--- src/rtl/cpu_core_param.sv ---
// Multicycle CPU core with a parametrised register file, a zero flag and a
// FETCH/EXEC/MEM/HALT sequencer talking to memory over a req/ack handshake.
module cpu_core_param #(
  parameter int DATA_W = 32,
  parameter int ADDR_W = 16,
  parameter int NREGS = 8,
  parameter logic [ADDR_W-1:0] RESET_PC = '0
) (
  input  logic                                   clk,
  input  logic                                   reset,
  output logic                                   mem_req,
  output logic                                   mem_we,
  output logic [ADDR_W-1:0]                      mem_addr,
  output logic [DATA_W-1:0]                      mem_wdata,
  input  logic                                   mem_ack,
  // At least 32 bits wide so a full instruction word fits even when DATA_W is 16.
  input  logic [((DATA_W < 32) ? 32 : DATA_W)-1:0] mem_rdata,
  output logic                                   halted,
  output logic [1:0]                             state_o
);

  localparam int RIDX_W = (NREGS > 1) ? $clog2(NREGS) : 1;

  localparam logic [1:0] S_FETCH = 2'd0;
  localparam logic [1:0] S_EXEC  = 2'd1;
  localparam logic [1:0] S_MEM   = 2'd2;
  localparam logic [1:0] S_HALT  = 2'd3;

  localparam logic [5:0] OP_ADD  = 6'd0;
  localparam logic [5:0] OP_SUB  = 6'd1;
  localparam logic [5:0] OP_AND  = 6'd2;
  localparam logic [5:0] OP_OR   = 6'd3;
  localparam logic [5:0] OP_XOR  = 6'd4;
  localparam logic [5:0] OP_LDI  = 6'd5;
  localparam logic [5:0] OP_LD   = 6'd6;
  localparam logic [5:0] OP_ST   = 6'd7;
  localparam logic [5:0] OP_JMP  = 6'd8;
  localparam logic [5:0] OP_BZ   = 6'd9;
  localparam logic [5:0] OP_CMP  = 6'd10;
  localparam logic [5:0] OP_HALT = 6'd11;

  logic [1:0]        state;
  logic [ADDR_W-1:0] pc;
  logic [31:0]       ir;
  logic              z;
  logic [DATA_W-1:0] regs [NREGS];

  logic [5:0]        op;
  logic [RIDX_W-1:0] ra_i, rb_i, rd_i;
  logic [DATA_W-1:0] ra_val, rb_val, imm_sext, ea, alu_res, ld_data;
  logic [ADDR_W-1:0] jmp_tgt;

  assign op       = ir[5:0];
  assign ra_i     = ir[6 +: RIDX_W];
  assign rb_i     = ir[9 +: RIDX_W];
  assign rd_i     = ir[12 +: RIDX_W];
  assign ra_val   = regs[ra_i];
  assign rb_val   = regs[rb_i];
  assign imm_sext = DATA_W'($signed(ir[31:16]));
  assign jmp_tgt  = ADDR_W'(ir[31:16]);
  assign ea       = ra_val + imm_sext;
  assign ld_data  = mem_rdata[DATA_W-1:0];

  // NOTE: default assigned first so no path through the case can infer a latch.
  always_comb begin
    alu_res = '0;
    case (op)
      OP_ADD:  alu_res = ra_val + rb_val;
      OP_SUB:  alu_res = ra_val - rb_val;
      OP_AND:  alu_res = ra_val & rb_val;
      OP_OR:   alu_res = ra_val | rb_val;
      OP_XOR:  alu_res = ra_val ^ rb_val;
      default: alu_res = '0;
    endcase
  end

  // NOTE: non-blocking assignments throughout, so every read in EXEC sees the
  // pre-edge register values (ra==rd uses the old value as the operand).
  always_ff @(posedge clk) begin
    if (!reset) begin
      state     <= S_FETCH;
      pc        <= RESET_PC;
      ir        <= '0;
      z         <= 1'b0;
      mem_req   <= 1'b0;
      mem_we    <= 1'b0;
      mem_addr  <= '0;
      mem_wdata <= '0;
      // NOTE: the register file is small and architecturally cleared on reset,
      // so it is reset explicitly rather than left to power-up contents.
      for (int i = 0; i < NREGS; i++) regs[i] <= '0;
    end else begin
      case (state)
        S_FETCH: begin
          if (!mem_req) begin
            mem_req  <= 1'b1;
            mem_we   <= 1'b0;
            mem_addr <= pc;
          end else if (mem_ack) begin
            ir      <= mem_rdata[31:0];
            pc      <= pc + 1'b1;
            mem_req <= 1'b0;
            state   <= S_EXEC;
          end
        end
        S_EXEC: begin
          state <= S_FETCH;
          case (op)
            OP_ADD, OP_SUB, OP_AND, OP_OR, OP_XOR: begin
              regs[rd_i] <= alu_res;
              z          <= (alu_res == '0);
            end
            OP_LDI: regs[rd_i] <= imm_sext;
            OP_CMP: z <= (ra_val == rb_val);
            OP_JMP: pc <= jmp_tgt;
            OP_BZ:  if (z) pc <= jmp_tgt;
            OP_LD, OP_ST: begin
              mem_addr  <= ADDR_W'(ea);
              mem_we    <= (op == OP_ST);
              mem_wdata <= rb_val;
              state     <= S_MEM;
            end
            OP_HALT: state <= S_HALT;
            default: ;
          endcase
        end
        S_MEM: begin
          // Request rises one cycle after address setup, then waits for ack.
          if (!mem_req) begin
            mem_req <= 1'b1;
          end else if (mem_ack) begin
            if (!mem_we) regs[rd_i] <= ld_data;
            mem_req <= 1'b0;
            state   <= S_FETCH;
          end
        end
        default: mem_req <= 1'b0;
      endcase
    end
  end

  assign halted  = (state == S_HALT);
  assign state_o = state;

  // Reserved/ignored instruction bits and unused read-data bits.
  logic unused_bits;
  assign unused_bits = ^{ir, mem_rdata};

endmodule
--- config.mk ---
export PLATFORM = sky130hd
export DESIGN_NAME = cpu_core_param
export DESIGN_NICKNAME = d
export VERILOG_FILES = /design/src/rtl/cpu_core_param.sv
export SDC_FILE = /design/constraint.sdc
export NUM_CORES = 1
export LEC_CHECK = 0
export ABC_CLOCK_PERIOD_IN_PS = 8400
export CORE_ASPECT_RATIO = 1.4
export CORE_MARGIN = 2
export CORE_UTILIZATION = 60
export DETAILED_ROUTE_END_ITERATION = 10
export GPL_TIMING_DRIVEN = 0
export HOLD_SLACK_MARGIN = 0.03
export PLACE_DENSITY = 0.79
export SKIP_CTS_REPAIR_TIMING = 1
export SYNTH_ARGS = -nofsm -noshare
export SYNTH_HDL_FRONTEND = slang
export SYNTH_SLANG_ARGS = --single-unit
--- constraint.sdc ---
create_clock -name clk -period 8.4 [get_ports clk]
set_clock_uncertainty 0.05 [all_clocks]
set_input_delay 2.1 -clock clk [delete_from_list [all_inputs] [get_ports clk]]
set_output_delay 2.1 -clock clk [all_outputs]
set_load 0.05 [all_outputs]
=== Yosys cells after proc, flatten, opt, wreduce, memory -nomap -nowiden ===
Memory sizes are Yosys's and may differ from the RTL's. A register that Yosys moved wholly into a read port is not among the register bits.
Cells that the tools add are included.

* Latch bits: 0
* Bits in writable memories: 256
* Memories: 1
* Bits in registers: 101
* ROM bits: 0
* Bits of input ports: 35
* Output and inout port bits: 53

* Shifts and indexed selects: 0
* $lt $le $gt $ge: 0
* Bitwise gates (word level): 5
* Div/mod/pow operators: 0
* Multiply operators: 0
* Add/subtract/negate cells: 4
* Muxes and demuxes: 46
* Reductions and logical operators: 16
* Equality and inequality tests: 23

{| class="wikitable"
|+ Memories
! memory !! depth !! width !! read ports !! clocked after Yosys merged registers in !! wr ports !! line !! RTL
|-
| regs || 8 || 32 || 2 || 2 || 8 || 46 || <nowiki>logic [DATA_W-1:0] regs [NREGS];</nowiki>
|}

{| class="wikitable"
|+ Operators with widths
! kind !! count
|-
| $pmux 32 s5 || 1
|-
| $mux 32 || 3
|-
| $pmux 16 s2 || 3
|-
| $mux 16 || 5
|-
| $add 32x32->32 || 1
|-
| $and 32x32->32 || 1
|-
| $eq 32x32->1 || 1
|-
| $logic_not 32->1 || 1
|-
| $or 32x32->32 || 1
|-
| $reduce_or 32->1 || 1
|-
| $sub 32x32->32 || 1
|-
| $xor 32x32->32 || 1
|-
| $eq 6x3->1 const B || 4
|-
| $eq 6x4->1 const B || 4
|-
| $mux 1 || 20
|-
| $add 16x1->16 const B || 1
|-
| $add 16x16->16 || 1
|-
| $mux 3 || 5
|-
| $eq 6x2->1 const B || 2
|-
| $ne 2x2->1 const B || 5
|-
| $reduce_and 5->1 || 2
|-
| $mux 2 || 4
|-
| $eq 6x1->1 const B || 1
|-
| $logic_not 6->1 || 1
|-
| other kinds (16) || 24
|}

=== Longest topological paths before layout ===
* Depth in word-level cells: 10
* Mapped depth: 19

=== Worst setup path after synthesis ===
No wires, ideal clock.

* Path kind: reg2reg
* Start: register with a tool-made name
* End: register z
* Arrival: 5224 ps
* Slack: 3067 ps
* Cell stages (with the launch flop): 19
* Clock period less this slack: 5333 ps
* Buffers on the path: 2
* Cell sequence: dfxtp_1 -> clkbuf_1 -> buf_1 -> mux4_2 -> mux2i_1 -> inv_1 -> ha_1 -> fa_1 -> a211o_1 -> a211o_1 -> nand2_1 -> a211oi_1 -> o211a_1 -> a21oi_1 -> nand2_1 -> or4_1 -> or4_1 -> nor4_1 -> a22o_1

{| class="wikitable"
|+ RTL lines
! element !! line !! RTL
|-
| to (signal assigned) || 111 || <nowiki>z <= (alu_res == '0);</nowiki>
|-
| to (signal assigned) || 114 || <nowiki>OP_CMP: z <= (ra_val == rb_val);</nowiki>
|-
| to (decl) || 45 || <nowiki>logic z;</nowiki>
|}

==> metrics <==
outcome=finished, final reports clean; RSZ-0062 raised after global routing=no; Final Cell Area=between 20000 and 30000 µm²; placement row count=85; DRT iter0 DRCs=between 3000 and 4000; Initial Utilization=between 60% and 70%; Rel. slew slack=between 10% and 20%; vias in the first global route=slightly above 20000; GRT overflow=0; Top FF cell, synth=edfxtp_1; worst path cell trace=clkbuf_1 > buf_1 > mux4_2 > mux2i_1 > ha_1 > inv_1 > fa_1 > nor2b_1 > o211ai_1 > a211oi_2 > nor4_1 > nor2_1 > mux2_1 > a22oi_1 > o2111ai_1 > or4_1 > nor4_1 > a22o_1; Tmin final=between 7000 and 8000 ps; Clock Latency Late Sink=about 560 ps; pre-CTS WS=roughly 640 ps; CP Class=reg -> reg; DIE HEIGHT=between 200 and 250 µm; largest net degree at the start of global routing=33; WP data required=8830 ps; CTS Buf Count=36; first-pass GRT wire length=127.6 mm; CTS H-tree depth=2; routed len/inst=between 30 and 40 µm; chip width=approximately 170 µm; PwrDens=around 350 nW/µm²; final setup margin=around 450 ps; post-synthesis sequential area ratio=around 42%; Crit-path slowest cell=nor4_1; Seq cells post-synth=roughly 360; Final #Nets=2586; Net Count, Synth=roughly 2500; First-pass DRT Iterations=6; Area growth syn-to-layout=11.55%; Yosys cell types=91; layout cells sized above 1=under 10%; via count=between 20000 and 25000; Synth Warn #=0; Reg2Reg Depth=18; ys async rst share=0%; initial antenna violation count=3; Ports=between 80 and 90; arrival time worst endpoint=8370 ps; type of origin of the critical path=flip-flop; hold path endpoint=ir[7]$_SDFFE_PN0P_; Clock transition at path regs=~70 ps; CP dominant cell by count=nor4_1; number of fill cells=2868; VDD IR max=around 0.27 mV; syn_area_per_cell=a little over 10 µm²; Final Core Density=67.58%; top cells by area, synth=edfxtp_1, mux4_2, dfxtp_1, nor2_1, ha_1; core box area=about 38000 µm²; Mapped Cells=between 2000 and 2500; Hold Crit Class=reg -> reg; final wirelength=between 80 and 90 mm; I/O Buffers=87; final setup vio count=0; max-slew violations=0; RePlAce Congestion=~1.1; area leader, netlist=edfxtp_1; Critical R2R Capture=z$_SDFFE_PN0P_; CP Capture Type=flip-flop; clock root buffer=clkbuf_16; P_leak=0.009569 µW; DR vias/cell=slightly above 7; Max stage delay on crit path=approximately 830 ps; Hold Path Cell Cnt=2; top cell type's share of synthesized area=33.14%; CP Max Fanout=10; reg2reg setup slack=450 ps; Worst Tran Pin Value=approximately 1200 ps; die area=approximately 40000 µm²; overall routing resource usage=43.55%; Final HPWL DP=between 60 and 70 mm; final hold vios=0; DP Area=between 20000 and 25000 µm²; Residual DRC=0; number of flops mapped to enable cells by yosys=256; fmax=~0.13 GHz; max-cap violations=0; Syn Std Cell Area=23190 µm²; final period utilization=between 90% and 100%; hold path start=ir[7]$_SDFFE_PN0P_; Routed Antenna Nets=0; CTS Buffer Depth=3; clk sink count=approximately 360; CTS tree=done; setup TNS=0 ps
## worst max-delay path by stage
| stage | startpoint | end | slack [ps] | cells after the start |
|---|---|---|---|---|
| global route | flip-flop | regs[2][30]$_SDFFCE_PN0P_ | 280 | 18 |
| finish | flip-flop | z$_SDFFE_PN0P_ | 450 | 18 |
| detailed placement | flip-flop | z$_SDFFE_PN0P_ | 640 | 18 |
| CTS | flip-flop | z$_SDFFE_PN0P_ | 580 | 18 |
| floorplan | flip-flop | z$_SDFFE_PN0P_ | 3070 | 18 |
| global placement | flip-flop | z$_SDFFE_PN0P_ | 720 | 17 |
## flip-flops by register name, indices dropped and copies added (netlist names), 2 cells and up, named ones only
register   cells
state_o        2
mem_addr      16
regs         256
mem_wdata     32
pc            16
ir            31
## metal layers
metal	vias up	part of all wire, %	GRT usage, %
met5	-	0.016	0
met4	2	8.8	31.55
met3	437	10	8.156
met1	10016	33	50.82
met2	1629	47	71.78
li1	8792	-	-
## through the flow
stage / cells / power, µW / hold WS [ps]
floorplan: 2305 / 5444 / 385.9
global placement: 2870 / 6987 / 392.2
detailed placement: 2872 / 7094 / 401.3
CTS: 2938 / 8713 / 409.7
global route: 2938 / 9262 / 429.8
finish: 2939 / 8946 / 412.6
## layout make-up
class                      count  area (µm²)  area share (%)
antenna                        1       2.502        0.009672
buffer                       156       625.6           2.418
clock buffer                  54        1030           3.980
clock inverter                12       133.9          0.5175
inverter                     108       405.4           1.567
multi-input combinational   1679       12380           47.84
sequential                   362        9809           37.91
tap                          478       598.1           2.312
timing repair buffer          89       889.6           3.438
## worst max-delay path, delay by kind of cell (launching register included)
kind | cells | cell delay, ps
and+or+nand+nor | 5 | 2460
muxes | 3 | 1450
AOI/OAI and AO/OA | 5 | 1330
DFF | 1 | 320
adders and majority gates | 2 | 770
buffers and inverters | 3 | 1470
## layout by cell type, fill, tap and decap left out, types with 80 or more instances in the layout
cell type | Yosys | final
dfxtp_1 | 106 | 106
o21ai_0 | 94 | 94
inv_1 | 102 | 102
ha_1 | 116 | 116
nand2_1 | 192 | 184
mux4_2 | 128 | 128
a21oi_1 | 141 | 141
edfxtp_1 | 256 | 256
nor2_1 | 420 | 420
mux2i_1 | 80 | 80
clkbuf_1 | 114 | 127
clkdlybuf4s50_1 | 0 | 87
## cells by family after synthesis
family	Yosys count	synth area share (%)
AND/OR/NAND/NOR	811	15.22
multiplexers	210	15.98
XOR/XNOR	17	0.6419
AO/OA/AOI/OAI	522	14.91
adder cells (fa/ha/maj)	119	6.517
buffers and inverters	264	4.445
flip-flops	362	42.29
## Yosys cell counts (10+ instances only)
cell      number
nor2_1       420
edfxtp_1     256
nand2_1      192
a21oi_1      141
mux4_2       128
ha_1         116
clkbuf_1     114
dfxtp_1      106
inv_1        102
o21ai_0       94
mux2i_1       80
a211oi_1      51
nor3_1        36
nand3_1       26
a21o_1        24
nor2b_1       24
o21ai_1       24
buf_1         22
a22oi_1       19
and2_1        19
and3_1        19
buf_2         16
xnor2_1       16
o22ai_1       14
nand4_1       13
a31oi_1       12
nor4_1        12
o211ai_1      10
o221ai_1      10
or3_1         10
## power by group
part	switching [µW]	internal [µW]
combinational	3610	1550
sequential	102	2060
clock	726	894
(Power assumes the default switching activity.)
